$ cat src/rtl/key_entry_controller.sv
// Collects up to four BCD digits from PS/2 key events and presents them as one entry.
// Latency: outputs update on the clock edge after the key event or handshake.
// Backpressure: a presented entry is held stable until entry_ready (or ESC) releases it.
module key_entry_controller (
  input  logic         clk,
  input  logic         rst,
  input  logic         key_valid,
  input  logic [8:0]   last_change,
  input  logic [511:0] key_down,
  input  logic         entry_ready,
  output logic [15:0]  entry,
  output logic         entry_valid,
  output logic [2:0]   digit_count,
  output logic         overflow,
  output logic [3:0]   key_num
);

  localparam logic [0:0] ST_COLLECT = 1'b0;
  localparam logic [0:0] ST_PRESENT = 1'b1;

  logic [0:0]  state_q, state_d;
  logic [15:0] entry_q, entry_d;
  logic [2:0]  count_q, count_d;
  logic        overflow_q, overflow_d;
  logic [3:0]  key_num_q, key_num_d;
  logic        entry_valid_q, entry_valid_d;
  logic [8:0]  held_code_q, held_code_d;

  logic       is_digit, is_enter, is_bksp, is_esc;
  logic [3:0] digit_val;
  logic       press, brk, press_new, handshake;

  // Classify the scan code of the current event.
  always_comb begin
    is_digit  = 1'b0;
    is_enter  = 1'b0;
    is_bksp   = 1'b0;
    is_esc    = 1'b0;
    digit_val = 4'd0;
    case (last_change)
      9'h045: begin is_digit = 1'b1; digit_val = 4'd0; end
      9'h016: begin is_digit = 1'b1; digit_val = 4'd1; end
      9'h01E: begin is_digit = 1'b1; digit_val = 4'd2; end
      9'h026: begin is_digit = 1'b1; digit_val = 4'd3; end
      9'h025: begin is_digit = 1'b1; digit_val = 4'd4; end
      9'h02E: begin is_digit = 1'b1; digit_val = 4'd5; end
      9'h036: begin is_digit = 1'b1; digit_val = 4'd6; end
      9'h03D: begin is_digit = 1'b1; digit_val = 4'd7; end
      9'h03E: begin is_digit = 1'b1; digit_val = 4'd8; end
      9'h046: begin is_digit = 1'b1; digit_val = 4'd9; end
      9'h05A, 9'h15A: is_enter = 1'b1;
      9'h066: is_bksp = 1'b1;
      9'h076: is_esc  = 1'b1;
      default: ;
    endcase
  end

  // Make/break qualification; a repeat make of the held key is typematic and dropped.
  always_comb begin
    press     = key_valid && key_down[last_change];
    brk       = key_valid && !key_down[last_change];
    press_new = press && (last_change != held_code_q);
    handshake = entry_valid_q && entry_ready;
    held_code_d = held_code_q;
    if (press)
      held_code_d = last_change;
    else if (brk && (last_change == held_code_q))
      held_code_d = 9'h000;
  end

  // Entry buffer and COLLECT/PRESENT sequencing; handshake wins over a coincident ESC.
  always_comb begin
    state_d    = state_q;
    entry_d    = entry_q;
    count_d    = count_q;
    overflow_d = overflow_q;
    key_num_d  = key_num_q;
    if (handshake) begin
      state_d    = ST_COLLECT;
      entry_d    = 16'h0000;
      count_d    = 3'd0;
      overflow_d = 1'b0;
      key_num_d  = 4'd0;
    end else if (press_new && is_esc) begin
      state_d    = ST_COLLECT;
      entry_d    = 16'h0000;
      count_d    = 3'd0;
      overflow_d = 1'b0;
    end else if (press_new && (state_q == ST_COLLECT)) begin
      if (is_digit) begin
        key_num_d = digit_val;
        if (count_q < 3'd4) begin
          entry_d = {entry_q[11:0], digit_val};
          count_d = count_q + 3'd1;
        end else begin
          overflow_d = 1'b1;
        end
      end else if (is_bksp && (count_q != 3'd0)) begin
        entry_d = {4'h0, entry_q[15:4]};
        count_d = count_q - 3'd1;
      end else if (is_enter && (count_q != 3'd0)) begin
        state_d = ST_PRESENT;
      end
    end
    entry_valid_d = (state_d == ST_PRESENT);
  end

  // State registers with synchronous reset; events in a reset cycle are discarded.
  always_ff @(posedge clk) begin
    if (rst) begin
      state_q       <= ST_COLLECT;
      entry_q       <= 16'h0000;
      count_q       <= 3'd0;
      overflow_q    <= 1'b0;
      key_num_q     <= 4'd0;
      entry_valid_q <= 1'b0;
      held_code_q   <= 9'h000;
    end else begin
      state_q       <= state_d;
      entry_q       <= entry_d;
      count_q       <= count_d;
      overflow_q    <= overflow_d;
      key_num_q     <= key_num_d;
      entry_valid_q <= entry_valid_d;
      held_code_q   <= held_code_d;
    end
  end

  assign entry       = entry_q;
  assign entry_valid = entry_valid_q;
  assign digit_count = count_q;
  assign overflow    = overflow_q;
  assign key_num     = key_num_q;

endmodule

$ cat config.mk
export PLATFORM = sky130hd
export DESIGN_NAME = key_entry_controller
export DESIGN_NICKNAME = d
export VERILOG_FILES = /design/src/rtl/key_entry_controller.sv
export SDC_FILE = /design/constraint.sdc
export NUM_CORES = 1
export LEC_CHECK = 0
export ABC_AREA = 1
export CAP_MARGIN = 15
export CORE_AREA = 2 2 214 216
export CTS_CLUSTER_DIAMETER = 30
export DETAILED_ROUTE_END_ITERATION = 10
export DIE_AREA = 0 0 216 218
export GPL_ROUTABILITY_DRIVEN = 0
export SLEW_MARGIN = 20
export SYNTH_ARGS = -nofsm -noshare
export SYNTH_HDL_FRONTEND = slang
export SYNTH_SLANG_ARGS = --single-unit
$ cat constraint.sdc
create_clock -name clk -period 2.9 [get_ports clk]
set_input_delay 0.58 -clock clk [delete_from_list [all_inputs] [get_ports clk]]
set_output_delay 0.58 -clock clk [all_outputs]
set_load 0.1 [all_outputs]
==> flow_metrics.py <==
metrics = {
    "outcome": {
        "status": "finished clean",
    },
    "global_routing": {
        "initial_antenna_violation_count": 10,
        "groute.layer.met1.usage": 0.2301,
        "grt_pass1_wl_um": 72730,
        "grt_use_met3": 0.03780,
        "grt-ovfl-total": 0,
        "global_route.usage.met2": 0.3624,
        "grt.total_usage": 0.2008,
        "grt-busiest-layer": "met2",
        "maximum_number_of_pins_on_one_net_before_global_route_repair": 58,
        "first_global_vias": 12790,
    },
    "worst_setup_path": {
        "cp_max_fo": 34,
        "cpLargestDelayFamily": "simple AND/OR/NAND/NOR gates",
        "regToRegStartpoint": "entry_valid$_SDFFE_PP0P_",
        "worst_setup_path_end_kind": "register",
        "required_ns": 3.12,
        "critical_path.cell_chain": "buf_16 > clkinv_16 > buf_12 > buf_4 > o21ai_0 > nand2_1 > nand2_1 > nand2_1 > nor2_1 > nor2_1 > nor2_1 > nand3_1 > nand3_2 > nand2_4 > nand3_4 > nor2_8 > buf_12 > nand2_8 > nand2_8 > buf_6 > a21oi_2",
        "reg2reg_setup_slack_ns": 1.13,
        "arrival_ns": 3.08,
        "timing.critical_path.from_type": "input port",
        "timing.critical_path.slowest_stage_cell": "sky130_fd_sc_hd__o21ai_0",
        "reg2regPathDepth": 5,
        "worstSetupPathType": "in -> reg",
        "largest_stage_delay_on_the_critical_path_ns": 0.20,
        "worstSetupPathDepth": 21,
        "timing.rr.end": "entry[2]$_SDFFE_PP0P_",
        "critical_path.n_buffers_inverters": 6,
        "setup.worst_path.end": "entry[5]$_SDFFE_PP0P_",
        "cp-startpoint": "last_change[0]",
    },
    "floorplan": {
        "chipWidth_um": 216,
        "ios": 550,
        "std_cell_rows": 78,
        "die_area_um2": 47090,
        "die_h_um": 218,
        "floorplan.initialDensity": 0.1695,
        "coreArea_um2": 44890,
    },
    "sta": {
        "fmaxAchievable_mhz": 348.6,
        "worst_slew_pin_slew_ns": 0.8317,
        "final-hold-violation-count": 0,
        "rsz_0062_raised_after_global_routing": "yes",
        "finalClockSkew_ns": 0.004223,
        "setup_viol": 0,
        "min_period_over_period": 0.9891,
        "final_report_max_slew_violation_count": 0,
        "maxSlewHeadroom": 0.4421,
        "layout_min_cycle_time_ns": 2.868,
        "aggregate_negative_setup_slack_ns": 0,
    },
    "min_path": {
        "hold_start": "overflow$_SDFFE_PP0P_",
        "hp_class": "reg -> reg",
    },
    "yosys": {
        "synth.ff_latch_count": 34,
        "synth_top_flop_cell": "sky130_fd_sc_hd__dfxtp_1",
        "synthArstFlopShare": 0,
        "synth_top_area_cell": "sky130_fd_sc_hd__nand2_1",
        "synth.net_count": 2141,
        "synth.yosys.seq_area_share": 0.08944,
        "ys_warn_count": 0,
        "synth_top_area_frac": 0.2609,
        "syn_area_per_cell_um2": 4.715,
        "synth_cell_type_count": 37,
        "synthesis.area_um2": 7610,
        "post_synth_main_area_contributors": "sky130_fd_sc_hd__nand2_1 (26%), sky130_fd_sc_hd__nor2_1 (21%), sky130_fd_sc_hd__o21ai_0 (10%), sky130_fd_sc_hd__dfxtp_1 (8.9%), sky130_fd_sc_hd__inv_1 (5.7%)",
        "synth_cells": 1614,
        "synth_enable_flop_cells": 0,
    },
    "routing": {
        "post_drt_wl_per_cell_um": 18.21,
        "initialDrtViolationCount": 746,
        "drt_pre_antenna_iters": 5,
        "post-route-drc-count": 0,
        "routed_wirelength_um": 52020,
        "avgViaCountPerCell": 4.479,
        "postRouteAntennaNets": 0,
        "vias": 12790,
    },
    "finish": {
        "final_layout_size_suffix_gt1_frac": 0.1441,
        "area_growth_syn_to_layout_pct": 109.5,
        "final_util": 0.3551,
        "final_net_count": 2775,
        "fill_cells": 4850,
        "layout.cells.non_filler": 2856,
    },
    "placement": {
        "placedCellCount": 2792,
        "dpl.hpwl_um": 41330,
        "port_buffer_count": 549,
    },
    "pwr": {
        "p_int_w": 0.002155,
        "seq_power_share": 0.145,
        "power.leakage_nw": 7.260,
        "power.switching_fraction": 0.3561,
        "cellPowerDensity_nw_per_um2": 210.0,
        "ir_drop_mv": 0.2218,
        "p_switching_w": 0.001192,
        "share_comb_of_total_power": 0.644,
        "clock_power_share": 0.211,
    },
    "clock_tree": {
        "cts_root_buf": "sky130_fd_sc_hd__clkbuf_16",
        "cts_tree": "yes",
        "max-clock-path-buffers": 2,
        "clk_latency_ns": 0.28,
        "cts_inserted_buffers": 5,
        "clock_sink_count": 34,
        "cts_max_level": 2,
        "hold_buffer_count_at_cts": 0,
        "clkSlewWorstSetupHoldPaths_ns": 0.06,
    },
    "job": {
        "max_cap_viol_count": 0,
    },
}
-- worst min-delay path by stage --
stage,endpoint,cells after the start
after floorplan,held_code_q[8]$_SDFFE_PP0P_,2
after global placement,overflow$_SDFFE_PP0P_,2
after detailed placement,overflow$_SDFFE_PP0P_,2
after CTS,overflow$_SDFFE_PP0P_,2
after global routing,overflow$_SDFFE_PP0P_,2
final,overflow$_SDFFE_PP0P_,2
-- routing by layer --
layer,wire [µm],vias up
met5,26,-
met3,3531,105
met1,20650,5738
met2,25750,585
li1,-,6359
met4,2049,4
-- final cells by class --
type	count	area, µm²	share of cell area
Clock inverter	3	68.82	0.004316
Sequential cell	34	680.7	0.04269
Timing Repair inverter	3	28.78	0.001805
Multi-Input combinational cell	1349	6175	0.3873
Clock buffer	5	125.1	0.007848
Antenna cell	7	17.52	0.001099
Inverter	122	501.7	0.03147
Timing Repair Buffer	733	7595	0.4764
Tap cell	600	750.7	0.04709
-- power groups by stage --
| stage | registers (W) | logic (W) | clock network, W |
|---|---|---|---|
| 2_1_floorplan | 0.000504 | 0.000739 | 0 |
| 5_1_grt | 0.000485 | 0.00233 | 0.000734 |
| 3_5_place_dp | 0.000494 | 0.00193 | 0 |
| 3_3_place_gp | 0.000493 | 0.00193 | 0 |
| 6_report | 0.000484 | 0.00216 | 0.000706 |
| 4_1_cts | 0.000484 | 0.00202 | 0.000713 |
-- through the flow --
| step | total power, W | hold slack (ns) | setup slack, ns | cell area, µm² |
|---|---|---|---|---|
| detailed placement | 0.002428 | 0.4550 | -0.4846 | 14430 |
| global placement | 0.002421 | 0.4436 | -0.4411 | 14430 |
| global route | 0.003552 | 0.4771 | -0.1065 | 15940 |
| CTS | 0.003219 | 0.4586 | 0.0006462 | 15040 |
| finish | 0.003347 | 0.4611 | 0.03170 | 15940 |
| floorplan | 0.001243 | 0.4683 | 0.01601 | 7621 |
-- cells by family after synthesis --
kind of cell	share of synthesized area
xor gates and xnor gates	0.009208
and+or+nand+nor	0.5467
DFF	0.08944
adders and majority gates	0.004275
AOI/OAI and AO/OA	0.1963
buffers and inverters	0.1541
-- state kept, by name, indices dropped and copies added, names as in the netlist --
signal / cells
digit_count: 3
held_code_q: 9
key_num: 4
overflow: 1
entry: 16
entry_valid: 1
-- worst reg2reg max path, delay by kind of cell, from the launching register on --
kind | cells | cell delay (ns)
buffers and inverters | 2 | 0.74
DFF | 1 | 0.36
and+or+nand+nor | 3 | 0.58
-- Yosys cell counts (2+ instances only) --
cell / count
sky130_fd_sc_hd__xor2_1: 8
sky130_fd_sc_hd__nand3_2: 3
sky130_fd_sc_hd__buf_6: 16
sky130_fd_sc_hd__nand4_1: 29
sky130_fd_sc_hd__buf_1: 2
sky130_fd_sc_hd__o21ai_1: 85
sky130_fd_sc_hd__nor2_1: 426
sky130_fd_sc_hd__o22ai_1: 17
sky130_fd_sc_hd__nor3_1: 3
sky130_fd_sc_hd__clkbuf_1: 21
sky130_fd_sc_hd__clkbuf_2: 2
sky130_fd_sc_hd__inv_1: 115
sky130_fd_sc_hd__nand3_4: 2
sky130_fd_sc_hd__nand2_4: 2
sky130_fd_sc_hd__a21oi_1: 22
sky130_fd_sc_hd__dfxtp_1: 34
sky130_fd_sc_hd__nand2_1: 529
sky130_fd_sc_hd__buf_4: 30
sky130_fd_sc_hd__nand3_1: 44
sky130_fd_sc_hd__a21boi_0: 2
sky130_fd_sc_hd__o21ai_0: 159
sky130_fd_sc_hd__buf_2: 41
sky130_fd_sc_hd__inv_2: 4
sky130_fd_sc_hd__nor4_1: 5
-- cells in the final DEF, fill, tap and decap left out, drive strengths merged, types with 2 or more instances in the layout --
cell type / count
nand2: 532
clkdlybuf4s50: 519
nor2: 428
o21ai: 245
buf: 198
inv: 123
nand3: 52
dfxtp: 34
nand4: 29
a21oi: 22
clkbuf: 17
o22ai: 17
xor2: 8
diode: 7
nor4: 5
nor3: 3
clkinv: 3
a21boi: 2
bufinv: 2
dlymetal6s2s: 2
-- repair_timing --
action / in CTS / in global routing
pin swaps: 11 / 50
resized for setup: 44 / 111
endpoints found under the setup margin: 24 / 29
setup buffers: 12 / 15
gates cloned: 7 / 16
Power figures use the tool's default switching activity.
